==> src/rtl/ps2_dir_decoder.sv <==
// PS/2 scan-code decoder for arrow/WASD keys: tracks held directions and
// queues make/break direction events in a first-word-fall-through FIFO.
module ps2_dir_decoder #(
  parameter int FIFO_DEPTH = 8,
  localparam int AW = (FIFO_DEPTH > 1) ? $clog2(FIFO_DEPTH) : 1,
  localparam int CW = $clog2(FIFO_DEPTH) + 1
) (
  input  logic          clock,
  input  logic          reset,
  input  logic          ps2_key_pressed,
  input  logic [7:0]    ps2_key_data,
  input  logic          rd_en,
  input  logic          clear_ovf,
  output logic [2:0]    evt_data,
  output logic          evt_empty,
  output logic          evt_full,
  output logic [CW-1:0] evt_count,
  output logic          evt_overflow,
  output logic [3:0]    held,
  output logic [1:0]    cur_dir
);

  localparam logic [CW-1:0] DEPTH_C = CW'(FIFO_DEPTH);

  typedef enum logic [1:0] {
    S_IDLE,
    S_EXT,
    S_BRK,
    S_EXT_BRK
  } state_t;

  state_t state_reg, state_next;

  logic          wasd_hit, arrow_hit;
  logic [1:0]    wasd_dir, arrow_dir;
  logic          make_done, brk_done;
  logic [1:0]    evt_dir;
  logic          push_req, push_ok, pop;
  logic [2:0]    push_word;

  logic [3:0]    held_reg, held_next;
  logic [1:0]    cur_dir_reg, cur_dir_next;
  logic          ovf_reg, ovf_next;

  logic [2:0]    mem_reg [FIFO_DEPTH];
  logic [FIFO_DEPTH-1:0] wr_sel;
  logic [AW-1:0] wr_ptr_reg, rd_ptr_reg;
  logic [CW-1:0] count_reg, count_next;

  always_comb begin
    wasd_hit = 1'b1;
    wasd_dir = 2'd0;
    case (ps2_key_data)
      8'h1D:   wasd_dir = 2'd0;
      8'h1B:   wasd_dir = 2'd1;
      8'h1C:   wasd_dir = 2'd2;
      8'h23:   wasd_dir = 2'd3;
      default: wasd_hit = 1'b0;
    endcase
  end

  always_comb begin
    arrow_hit = 1'b1;
    arrow_dir = 2'd0;
    case (ps2_key_data)
      8'h75:   arrow_dir = 2'd0;
      8'h72:   arrow_dir = 2'd1;
      8'h6B:   arrow_dir = 2'd2;
      8'h74:   arrow_dir = 2'd3;
      default: arrow_hit = 1'b0;
    endcase
  end

  // Decoder only moves on strobe cycles; every non-prefix byte ends a sequence.
  always_comb begin
    state_next = state_reg;
    make_done  = 1'b0;
    brk_done   = 1'b0;
    evt_dir    = 2'd0;
    if (ps2_key_pressed) begin
      case (state_reg)
        S_IDLE: begin
          if (ps2_key_data == 8'hE0) begin
            state_next = S_EXT;
          end else if (ps2_key_data == 8'hF0) begin
            state_next = S_BRK;
          end else if (wasd_hit) begin
            make_done = 1'b1;
            evt_dir   = wasd_dir;
          end
        end
        S_EXT: begin
          state_next = S_IDLE;
          if (ps2_key_data == 8'hF0) begin
            state_next = S_EXT_BRK;
          end else if (arrow_hit) begin
            make_done = 1'b1;
            evt_dir   = arrow_dir;
          end
        end
        S_BRK: begin
          state_next = S_IDLE;
          if (wasd_hit) begin
            brk_done = 1'b1;
            evt_dir  = wasd_dir;
          end
        end
        S_EXT_BRK: begin
          state_next = S_IDLE;
          if (arrow_hit) begin
            brk_done = 1'b1;
            evt_dir  = arrow_dir;
          end
        end
        default: state_next = S_IDLE;
      endcase
    end
  end

  // Typematic repeats and breaks of unheld keys are filtered by the held mask.
  assign push_req  = (make_done && !held_reg[evt_dir]) || (brk_done && held_reg[evt_dir]);
  assign push_word = {make_done, evt_dir};

  for (genvar gi = 0; gi < 4; gi++) begin : g_held
    always_comb begin
      held_next[gi] = held_reg[gi];
      if (evt_dir == 2'(gi)) begin
        if (make_done) begin
          held_next[gi] = 1'b1;
        end else if (brk_done) begin
          held_next[gi] = 1'b0;
        end
      end
    end
  end

  assign cur_dir_next = (make_done && !held_reg[evt_dir]) ? evt_dir : cur_dir_reg;

  // A full FIFO still takes a push when the head leaves on the same edge.
  assign pop     = rd_en && (count_reg != '0);
  assign push_ok = push_req && ((count_reg < DEPTH_C) || pop);
  assign ovf_next = (push_req && !push_ok) ? 1'b1 :
                    clear_ovf              ? 1'b0 : ovf_reg;

  always_comb begin
    count_next = count_reg;
    case ({push_ok, pop})
      2'b10:   count_next = count_reg + CW'(1);
      2'b01:   count_next = count_reg - CW'(1);
      default: count_next = count_reg;
    endcase
  end

  for (genvar gi = 0; gi < FIFO_DEPTH; gi++) begin : g_wr_sel
    assign wr_sel[gi] = push_ok && (wr_ptr_reg == AW'(gi));
  end

  always_ff @(posedge clock or posedge reset) begin
    if (reset) begin
      for (int i = 0; i < FIFO_DEPTH; i++) begin
        mem_reg[i] <= 3'b000;
      end
    end else begin
      for (int i = 0; i < FIFO_DEPTH; i++) begin
        if (wr_sel[i]) begin
          mem_reg[i] <= push_word;
        end
      end
    end
  end

  always_ff @(posedge clock or posedge reset) begin
    if (reset) begin
      state_reg   <= S_IDLE;
      held_reg    <= 4'b0000;
      cur_dir_reg <= 2'd0;
      ovf_reg     <= 1'b0;
      wr_ptr_reg  <= '0;
      rd_ptr_reg  <= '0;
      count_reg   <= '0;
    end else begin
      state_reg   <= state_next;
      held_reg    <= held_next;
      cur_dir_reg <= cur_dir_next;
      ovf_reg     <= ovf_next;
      count_reg   <= count_next;
      if (push_ok) begin
        wr_ptr_reg <= wr_ptr_reg + AW'(1);
      end
      if (pop) begin
        rd_ptr_reg <= rd_ptr_reg + AW'(1);
      end
    end
  end

  assign evt_data     = (count_reg == '0) ? 3'b000 : mem_reg[rd_ptr_reg];
  assign evt_empty    = (count_reg == '0);
  assign evt_full     = (count_reg == DEPTH_C);
  assign evt_count    = count_reg;
  assign evt_overflow = ovf_reg;
  assign held         = held_reg;
  assign cur_dir      = cur_dir_reg;

endmodule

==> config.mk <==
export PLATFORM = sky130hd
export DESIGN_NAME = ps2_dir_decoder
export DESIGN_NICKNAME = d
export VERILOG_FILES = /design/src/rtl/ps2_dir_decoder.sv
export SDC_FILE = /design/constraint.sdc
export NUM_CORES = 1
export LEC_CHECK = 0
export CORE_UTILIZATION = 30
export CTS_BUF_LIST = sky130_fd_sc_hd__clkbuf_8 sky130_fd_sc_hd__clkbuf_16
export CTS_CLUSTER_DIAMETER = 150
export CTS_CLUSTER_SIZE = 16
export DETAILED_ROUTE_END_ITERATION = 10
export GPL_TIMING_DRIVEN = 0
export SYNTH_ARGS = -nofsm -noshare
export SYNTH_HDL_FRONTEND = slang
export SYNTH_SLANG_ARGS = --single-unit
export TNS_END_PERCENT = 5
==> constraint.sdc <==
create_clock -name clock -period 3.1 [get_ports clock]
set_input_delay 0.31 -clock clock [delete_from_list [all_inputs] [get_ports clock]]
set_output_delay 0.31 -clock clock [all_outputs]
set_load 0.01 [all_outputs]
## Yosys cells after proc, flatten, opt, wreduce, memory -nomap -nowiden

Cells that the tools add are included.

- $add $sub $neg: 4
- $lt $le $gt $ge: 3
- Eq/ne operators: 27
- Muxes and demuxes: 35
- Bitwise gates (word level): 1
- Reduce and logical (&&, ||, !) cells: 33

Operators by type and width:

| kind | number |
|---|---|
| $eq A8 B7 Y1 const B | 4 |
| $eq A8 B5 Y1 const B | 3 |
| $mux W2 | 9 |
| $pmux W2 S3 | 3 |
| $eq A8 B8 Y1 const B | 2 |
| $mux W1 | 14 |
| $logic_and A1 B1 Y1 | 13 |
| $eq A3 B3 Y1 const B | 4 |
| $eq A2 B2 Y1 const B | 5 |
| $reduce_and A2 Y1 | 5 |
| $bmux W3 S3 | 1 |
| $mux W3 | 3 |
| $eq A8 B6 Y1 const B | 1 |
| $pmux W2 S4 | 1 |
| $pmux W4 S2 | 1 |
| $reduce_or A4 Y1 | 2 |
| $add A3 B1 Y3 const B | 2 |
| $eq A2 B1 Y1 const B | 3 |
| $eq A3 B2 Y1 const B | 2 |
| $reduce_bool A2 Y1 | 3 |
| $add A4 B1 Y4 const B | 1 |
| $eq A4 B4 Y1 const B | 1 |
| $ge A4 B4 Y1 const B | 1 |
| $logic_not A2 Y1 | 2 |
| 14 further kinds | 17 |

- Flip-flop bits (word level): 43
- Bits of input ports: 13
- Output and inout port bits: 16
- Logic and storage cells: 121

## Depth between registers and ports, before layout

Gate-level depths: netlist of run 1.

- Depth after elaboration: 17
- Depth in mapped cells: 15
- Mapped depth without buffers: 13

## Worst setup path before layout of run 1

Ideal clock, no wire load.

- Path kind: input to register
- From: in ps2_key_data[4]
- To: reg count_reg[2] (netlist: evt_count[2])
- Arrival: 3342 ps
- Path slack: -372 ps
- Stages: 15
- Cells stage by stage: buf_2 > or3b_4 > a2111oi_4 > nor2_2 > a31o_1 > or3_1 > buf_6 > mux2i_4 > ha_1 > xor2_1 > ha_1 > a21oi_1 > xor2_1 > nor2_1 > xor2_1

- Longest elaborated chain between the ends: 16
- Elaborated cells between the ends (all ways): 43

Ends and longest elaborated chain:

| element | line | source |
|---|---|---|
| from (decl) | 11 | `input logic [7:0] ps2_key_data,` |
| $eq A8 B6 Y1 / $eq A8 B5 Y1 (equally long branches) | 53 | `case (ps2_key_data)` |
| $reduce_or A4 Y1 (no line) | n/a |  |
| $mux W1 | 53 |  |
| $mux W2 | 87, 103 |  |
| $mux W2 | 85 | `end else if (ps2_key_data == 8'hF0) begin` |
| $mux W2 | 83 | `if (ps2_key_data == 8'hE0) begin` |
| $pmux W2 S4 | 81 | `case (state_reg)` |
| $mux W2 | 80 | `if (ps2_key_pressed) begin` |
| $bmux W1 S2 | 121 | `assign push_req = (make_done && !held_reg[evt_dir]) \|\| (brk_done && held_reg[evt_dir]);` |
| $mux W1 (implied by the code) | 121 |  |
| $logic_not A1 Y1 | 121 |  |
| $logic_and A1 B1 Y1 | 121 |  |
| $logic_or A1 B1 Y1 (*) | 121 |  |
| $logic_and A1 B1 Y1 (*) | 141 | `assign push_ok = push_req && ((count_reg < DEPTH_C) \|\| pop);` |
| $eq A2 B1 Y1 / $eq A2 B2 Y1 (equally long branches) | 147 | `case ({push_ok, pop})` |
| $pmux W4 S2 / $reduce_bool A2 Y1 (equally long branches) | n/a |  |
| to (signal assigned) | 186 | `count_reg <= count_next;` |
| to (decl) | 48 | `logic [CW-1:0] count_reg, count_next;` |

Mark *: on every way between the ends. The rest lies on a longest branch, timed or not. The select of a mux whose other input is x is not followed.
A chain may end at the register's enable or synchronous reset.

## Worst setup path in the final report of run 1

- From: in ps2_key_data[3]
- To: reg count_reg[2] (netlist: evt_count[2])

Same word-level chain as after synthesis.

==> results of run 1 <==
## per-stage QoR
stage	cells	total power [mW]	setup slack (ps)	util, %	instance area, µm²
global placement	416	1.17	-975	36.3	3230
CTS	431	1.73	-60.7	39.2	3480
global route	441	1.84	-141	40.4	3590
finish	441	1.74	-40.5	40.4	3590
detailed placement	417	1.18	-989	36.5	3250
floorplan	282	1.00	-274	-	2830
## what timing repair did
item                       CTS  global route
gates resized for setup     24            15
pin swaps                    7            14
hold endpoints to repair     0             0
setup endpoints to repair   16             3
setup buffers                8            12
## where the power goes
part	internal [mW]	switching (mW)	total [mW]
Sequential	0.611	0.0542	0.665
Clock	0.321	0.213	0.535
Combinational	0.275	0.267	0.542
Total	1.21	0.534	1.74
## per-layer routing
layer	wire length [µm]	GRT usage [%]
met1	3310	19.5
met2	3220	25.4
met3	153	2.48
met4	78	4.13
met5	0	0
## cell families after synthesis
family / after synthesis / synth area share [%]
and+or+nand+nor: 93 / 17.7
AOI/OAI and AO/OA: 68 / 19.8
DFF: 43 / 38.4
buffers and inverters: 39 / 6.08
muxes: 20 / 10.7
adders and majority gates: 10 / 4.47
xor gates and xnor gates: 9 / 2.81
## worst max-delay path, stage by stage
cell	delay, ps
buf_12	110
or3b_4	420
a2111oi_4	340
buf_4	190
nor2_4	50
a31o_1	210
or3_4	400
mux2i_4	320
ha_4	210
xor2_1	160
ha_2	190
a21oi_2	40
xor2_1	150
nor2_1	120
xor2_1	150
## worst paths after layout
kind / slack [ps] / to / cells after the start / start
setup reg to reg: 10 / evt_count[2] / 13 / state_reg[0]
hold / removal: 210 / held[3] / 2 / reset
min in group clock: 280 / state_reg[1] / 3 / ps2_key_data[4]
max in group asynchronous: 2440 / state_reg[0] / 3 / reset
hold reg to reg: 470 / cur_dir[0] / 2 / cur_dir[0]
setup / recovery: -40 / evt_count[2] / 15 / ps2_key_data[3]
## Yosys cell counts (all sizes together) (4+ instances only)
| master | instances |
|---|---|
| clkbuf | 6 |
| inv | 25 |
| mux2i | 7 |
| nand4b | 4 |
| and3 | 5 |
| ha | 10 |
| mux2 | 7 |
| o2111ai | 5 |
| dfrtp | 43 |
| nand3 | 5 |
| xor2 | 5 |
| nor3 | 4 |
| nand4 | 4 |
| nand2b | 4 |
| buf | 8 |
| nor4 | 4 |
| o21ai | 15 |
| nor2b | 4 |
| nor2 | 15 |
| a21oi | 4 |
| nand3b | 4 |
| nand2 | 30 |
| o211ai | 21 |
| xnor2 | 4 |
| o31ai | 10 |
| mux4 | 6 |
## area by class of cell
type	count	area share (%)
Buffer	12	2.12
Timing Repair Buffer	45	11.2
Clock inverter	3	1.88
Multi-Input combinational cell	200	46.4
Sequential cell	43	30.0
Tap cell	108	3.76
Inverter	25	2.68
Clock buffer	5	1.91
==> reports/results.ini, run 1 <==
[status]
violations = negative setup slack
status = finished with violations

[final_layout]
antenna_cells = 0
largest_reg_flops = 24
syn2layout_area_growth_pct = 28.4
final_common_cell = dfrtp_1
drive_gt1_share_pct = 24.6
layout.nets = 355
final_cell_mix = 42 x dfrtp_1, 30 x nand2_1, 23 x inv_1, 20 x clkdlybuf4s50_1, 18 x buf_4
seqCellArea_um2 = 1080
multi_input_area_um2 = 1670
fillers = 860

[timing]
setup_viol = 2
fmax_mhz = 318
rsz0062_at_grt = yes
hold_viol = 0
fin_hold_ws_ps = 213
fin_ws_ps = -40.5
fin_tns_setup_ps = -46.9
relSlewSlack_pct = 38.5
slew_violations = 0
finalClockSkew_ps = 12.2
period_share_pct = 101
period_needed_ps = 3140
worst_pin_slew_ps = 916

[drt]
vias_per_cell = 5.21
first_pass_iters = 4
routed_wl_mm = 6.77
drtAntennaViolNets = 0
num_vias = 2298
first_iter_violations = 75
drc = 0
wl_per_cell_um = 15.4

[logic_synthesis]
postSynthAreaPerCell_um2 = 9.93
synthesis.area_um2 = 2800
yosysUniqueCellTypes = 53
synth_top_area_share_pct = 38.4
async_flop_share_pct = 100
yosysTopAreaCell = dfrtp_1
synth_seq_area_share_pct = 38.4
syn_nets = 305
dominantRegCellSynth = dfrtp_1
ys_warn_count = 0
synth_edf_count = 0
synth.area.top_cells = dfrtp_1 38%, mux4_2 4.8%, ha_1 4.5%
netlist_instances = 282
ys_seq_elements = 43

[clock_tree]
cts.sinks = 43
clock_latency_ps = 310
clock_path_buffers = 2
holdBufCountCts = 0
h-tree-depth = 2
cts_buffers = 5
cts_tree = yes
cts-root-buf = clkbuf_8
path_clk_slew_ps = 90

[floorplan]
rows = 34
die_area_um2 = 9720
start_util_pct = 31.5
chipWidth_um = 98.6
coreArea_um2 = 8890
dieHeight_um = 98.6
ioPinCount = 29

[power_and_ir_drop]
p_per_area_nw_per_um2 = 485
vdd_ir_drop_max_uv = 186
cellLeakagePower_nw = 1.58

[setup_path]
endpoint_kind = flop
startpoint_type = input port
worstPathArrival_ps = 3370
crit_fanout = 7
critical_path_required_ps = 3330
criticalPathCategory = input port to flop

[run]
drv_cap = 0

[global_route]
antenna_found_initial = 0
grt_max_degree = 40
grt_use_total_pct = 14.9
grt_pass1_wl_mm = 11.4
grt_pass1_vias = 2315
grt.overflow.total = 0

[placed_design]
port-buffer-count = 26
gp_congestion = 0.823
dpl.hpwl_mm = 4.83

[hold_path]
hold_class = input port to asynchronous set/reset pin

(Power assumes the default switching activity.)
==> inputs of run 2 (changes only) <==
--- a/config.mk
+++ b/config.mk
@@ -5,6 +5,8 @@
 export SDC_FILE = /design/constraint.sdc
 export NUM_CORES = 1
 export LEC_CHECK = 0
+export CAP_MARGIN = 10
+export CORE_ASPECT_RATIO = 1.75
 export CORE_UTILIZATION = 30
 export CTS_BUF_LIST = sky130_fd_sc_hd__clkbuf_8 sky130_fd_sc_hd__clkbuf_16
 export CTS_CLUSTER_DIAMETER = 150
==> run 2 against run 1 <==
The flow still finishes with violations (negative setup slack). Worst hold slack better by 75 ps. Clock power is 4.1% higher. Cell count is 2.5% higher. Setup slack hardly changed. Utilization is 0.28 points lower. Via count is 0.70% higher. Count of clock-buffer cells in the layout is 2 higher. Register-to-register slack hardly changed. Cell area is 0.94% higher. Combinational power is 3% lower. Critical endpoint is now evt_count[3]. Largest cell class unchanged.
==> reports/results.ini, run 2 (synthesized netlist as in run 1, its figures left out) <==
[floorplan]
coreArea_um2 = 9040
ioPinCount = 29
rows = 46
chipWidth_um = 75.0
dieHeight_um = 130
die_area_um2 = 9740
start_util_pct = 31.0

[setup_path]
cp_common_cell = buf_6
critical_path_required_ps = 3310
cp_num_buf_inv = 4
r2r_start = state_reg[0]
worstPathArrival_ps = 3350
max_stage_delay_ps = 410
crit_fanout = 9
critPathTopFamily = simple AND/OR/NAND/NOR gates
worst_path_max_delay_cell = or3b_4
startpoint_type = input port
endpoint_kind = flop
crit_path_cell_trace = buf_6, or3b_4, a2111oi_4, buf_4, nor2_4, a31o_1, or3_1, buf_6, mux2i_4, ha_2, inv_2, mux2_2, o22ai_2, o21ai_1, nor2_1, xor2_1
r2r_end = evt_count[3]
criticalPathCategory = input port to flop
ff2ff_path_depth = 15
worst-r2r-setup-slack_ps = 20

[timing]
worst_pin_slew_ps = 942
rsz0062_at_grt = yes
fin_ws_ps = -40.2
setup_viol = 2
period_needed_ps = 3140
finalClockSkew_ps = 5.38
slew_violations = 0
fmax_mhz = 318
hold_viol = 0
period_share_pct = 101
fin_hold_ws_ps = 288
relSlewSlack_pct = 36.7

[clock_tree]
path_clk_slew_ps = 60
cts-root-buf = clkbuf_16
cts_tree = yes
cts_buffers = 5
h-tree-depth = 2
clock_latency_ps = 290
clock_path_buffers = 2
cts.sinks = 43

[placed_design]
port-buffer-count = 26
dpl.hpwl_mm = 5.34
pre_cts_slack_ps = -1040
gp_congestion = 0.809
placed_cells_incl_taps = 429

[hold_path]
worstHoldEndpoint = state_reg[1]
hold_class = input port to flop
holdCritStartpoint = ps2_key_data[4]
min_delay_path_depth = 3

[final_layout]
antenna_cells = 0
final_cell_mix = 42 x dfrtp_1, 30 x nand2_1, 23 x inv_1, 20 x clkdlybuf4s50_1, 17 x buf_4
fin_util_pct = 40.2
fillers = 913
syn2layout_area_growth_pct = 29.6
largest_reg_flops = 24
drive_gt1_share_pct = 24.4
final_common_cell = dfrtp_1
layout.nets = 354
stdcell_count = 452

[drt]
drtAntennaViolNets = 0
wl_per_cell_um = 15.7
first_iter_violations = 101
drc = 0
first_pass_iters = 4
routed_wl_mm = 7.10
vias_per_cell = 5.12
num_vias = 2314

[power_and_ir_drop]
p_total_mw = 1.75
cellLeakagePower_nw = 1.57
p_per_area_nw_per_um2 = 482
vdd_ir_drop_max_uv = 198

[global_route]
grt_use_total_pct = 16.6
grt_pass1_wl_mm = 12.1
antenna_found_initial = 0
grt_pass1_vias = 2402
grt.overflow.total = 0
grt_max_degree = 27

[run]
drv_cap = 0

[status]
violations = negative setup slack
status = finished with violations

## run 2: worst max path at each step
stage	slack [ps]	cells after the start	to	start
after floorplan	-270	15	evt_count[3]	ps2_key_data[4]
after global placement	-990	15	evt_count[3]	ps2_key_data[5]
after detailed placement	-1040	15	evt_count[3]	ps2_key_data[5]
after CTS	-30	16	evt_count[3]	ps2_key_data[3]
after global routing	-210	16	evt_count[3]	ps2_key_data[4]
final	-40	16	evt_count[3]	ps2_key_data[4]
## run 2: worst min-delay path: stages
cell and delay [ps]:
buf_6 100, nand3_1 60, o21ai_0 60
## run 2: where the power goes
| part | total, mW | leakage [nW] | switching, mW | internal [mW] |
|---|---|---|---|---|
| registers | 0.665 | 0.484 | 0.0534 | 0.612 |
| logic | 0.526 | 1.01 | 0.265 | 0.261 |
| clock network | 0.557 | 0.0761 | 0.215 | 0.342 |
| total | 1.75 | 1.57 | 0.533 | 1.22 |
## run 2: cell type report
type / count / area (µm²) / share of cell area [%]
plain buffers: 13 / 78.8 / 2.17
clock buffers: 7 / 153 / 4.21
clock inverters: 1 / 7.51 / 0.207
inverters: 25 / 93.8 / 2.59
multi-input cells: 200 / 1690 / 46.5
flip-flops and latches: 43 / 1080 / 29.7
well taps: 120 / 150 / 4.14
repair buffers: 43 / 380 / 10.5
## run 2: timing repair
action | CTS | global route
pin swaps | 8 | 6
setup endpoints to repair | 15 | 3
buffers inserted | 10 | 6
cloned | 0 | 0
gates resized for setup | 27 | 9
hold buffers | 0 | 0
## run 2: through the flow
step	instance area, µm²	TNS (ps)
global route	3630	-443
detailed placement	3260	-10270
floorplan	2830	-677
global placement	3240	-8990
CTS	3550	-49.5
finish	3630	-69.1
## run 2: routing by layer
layer  global-route usage, %  wire length, µm  vias to the layer above
li1                        -                -                     1138
met1                    17.7             2650                     1133
met2                    31.0             4150                       31
met3                    2.63              153                       12
met4                    7.10              140                        0
met5                       0                0                        -
==> inputs of run 3 (changes only) <==
==> constraint.sdc (replaced) <==
create_clock -name clock -period 3.1 [get_ports clock]
set_input_delay 0.465 -clock clock [delete_from_list [all_inputs] [get_ports clock]]
set_output_delay 0.465 -clock clock [all_outputs]
set_load 0.01 [all_outputs]
==> run 3 against run 2 <==
The flow still finishes with violations (negative setup slack). Non-clock buffer count decreased by 2. Flip-flop and latch count unchanged. Setup slack got worse by 150 ps. Fmax decreased by 4.6%. Critical path depth unchanged. Clock skew about the same. Cell area decreased by 0.59%. Utilization decreased by 0.24 points. Cell count decreased by 0.44%. Via count decreased by 1.1%. Worst hold slack improved by 150 ps. Combinational power about the same. Critical endpoint unchanged. Largest cell class unchanged. Largest power group unchanged. Highest routed layer unchanged.
==> reports/results.ini, run 3 (synthesized netlist as in run 1, its figures left out) <==
[status]
status = finished with violations
violations = negative setup slack

[floorplan]
start_util_pct = 31.0
rows = 46
dieHeight_um = 130
chipWidth_um = 75.0
die_area_um2 = 9740
ioPinCount = 29
coreArea_um2 = 9040

[clock_tree]
h-tree-depth = 2
cts-root-buf = clkbuf_16
cts_tree = yes
clock_latency_ps = 290
holdBufCountCts = 0
cts.sinks = 43
clock_path_buffers = 2
cts_buffers = 5
path_clk_slew_ps = 60

[power_and_ir_drop]
cellLeakagePower_nw = 1.57
p_total_mw = 1.74
p_per_area_nw_per_um2 = 483
vdd_ir_drop_max_uv = 198

[drt]
vias_per_cell = 5.09
num_vias = 2289
routed_wl_mm = 7.14
wl_per_cell_um = 15.9
first_pass_iters = 4
first_iter_violations = 112
drc = 0
drtAntennaViolNets = 0

[final_layout]
final_cell_mix = 43 x dfrtp_1, 30 x nand2_1, 23 x inv_1, 20 x clkdlybuf4s50_1, 15 x buf_4
multi_input_area_um2 = 1680
largest_reg_flops = 24
stdcell_count = 450
fillers = 913
layout.nets = 352
seqCellArea_um2 = 1080
fin_util_pct = 39.9
drive_gt1_share_pct = 23.0
final_common_cell = dfrtp_1
syn2layout_area_growth_pct = 28.8
antenna_cells = 0

[global_route]
grt_use_total_pct = 16.8
antenna_found_initial = 0
grt_max_degree = 27
grt.overflow.total = 0
grt_pass1_vias = 2416
grt_pass1_wl_mm = 12.2

[placed_design]
dpl.hpwl_mm = 5.34
port-buffer-count = 26
placed_cells_incl_taps = 429
gp_congestion = 0.809
pre_cts_slack_ps = -1190

[setup_path]
criticalPathCategory = input port to flop
critical_path_required_ps = 3310
worst_path_max_delay_cell = or3b_4
crit_path_cell_trace = buf_6, or3b_4, a2111oi_4, buf_4, nor2_4, a31o_1, or3_1, buf_6, mux2i_4, ha_2, inv_2, mux2_2, o22ai_2, o21ai_1, nor2_1, xor2_1
r2r_start = state_reg[0]
worst-r2r-setup-slack_ps = -130
startpoint = ps2_key_data[4]
worstPathArrival_ps = 3500
startpoint_type = input port
cp_common_cell = buf_6
crit_fanout = 9
endpoint_kind = flop
max_stage_delay_ps = 410

[timing]
period_needed_ps = 3290
setup_viol = 3
slew_violations = 0
fin_ws_ps = -190
period_share_pct = 106
fin_hold_ws_ps = 437
fmax_mhz = 304
worst_pin_slew_ps = 929
relSlewSlack_pct = 37.6
finalClockSkew_ps = 5.37
hold_viol = 0
rsz0062_at_grt = yes

[hold_path]
holdCritStartpoint = ps2_key_data[4]
hold_class = input port to flop

[run]
drv_cap = 0

run 3: timing repair:
item                                    CTS  global route
endpoints found under the setup margin   24            13
resized for setup                        22            13
pin swaps                                 6             7
buffers inserted                         11             3
endpoints found under the hold margin     0             0
gates cloned                              0             0
run 3: worst max-delay path, delay by kind of cell:
kind	cells	cell delay (ps)
and+or+nand+nor	4	930
AOI/OAI and AO/OA	4	700
muxes	2	530
buffers and inverters	4	490
adders and majority gates	1	210
xor gates and xnor gates	1	160
run 3: power breakdown:
group	internal (mW)	leakage [nW]	switching, mW	total, mW
Combinational	0.259	1.01	0.265	0.524
Clock	0.342	0.0761	0.215	0.557
Sequential	0.612	0.486	0.0499	0.662
run 3: metal layers:
layer	up-vias	track usage (%)	wire (µm)	part of all wire (%)
met5	-	0	0	0
met4	0	7.33	141	2.0
met3	12	2.63	155	2.2
met2	29	31.4	4220	59
met1	1119	17.8	2620	37
li1	1129	-	-	-
run 3: final timing paths:
path,endpoint,cells after the start
min in group asynchronous,mem_reg[11],2
max in group asynchronous,evt_count[3],3
setup reg to reg,evt_count[3],14
hold / removal,state_reg[1],3
setup / recovery,evt_count[3],16
hold reg to reg,cur_dir[0],2
run 3: layout make-up:
cell class / instances / area share, %
Clock buffer: 7 / 4.23
Tap cell: 120 / 4.16
Multi-Input combinational cell: 200 / 46.7
Inverter: 25 / 2.60
Timing Repair Buffer: 41 / 10.1
Sequential cell: 43 / 29.8
Buffer: 13 / 2.19
Clock inverter: 1 / 0.208
run 3: stage by stage:
step           area, µm²  setup TNS [ps]
2_1_floorplan       2830           -1140
3_3_place_gp        3240          -14250
3_5_place_dp        3260          -15600
4_1_cts             3550            -408
5_1_grt             3610            -891
6_report            3610            -445
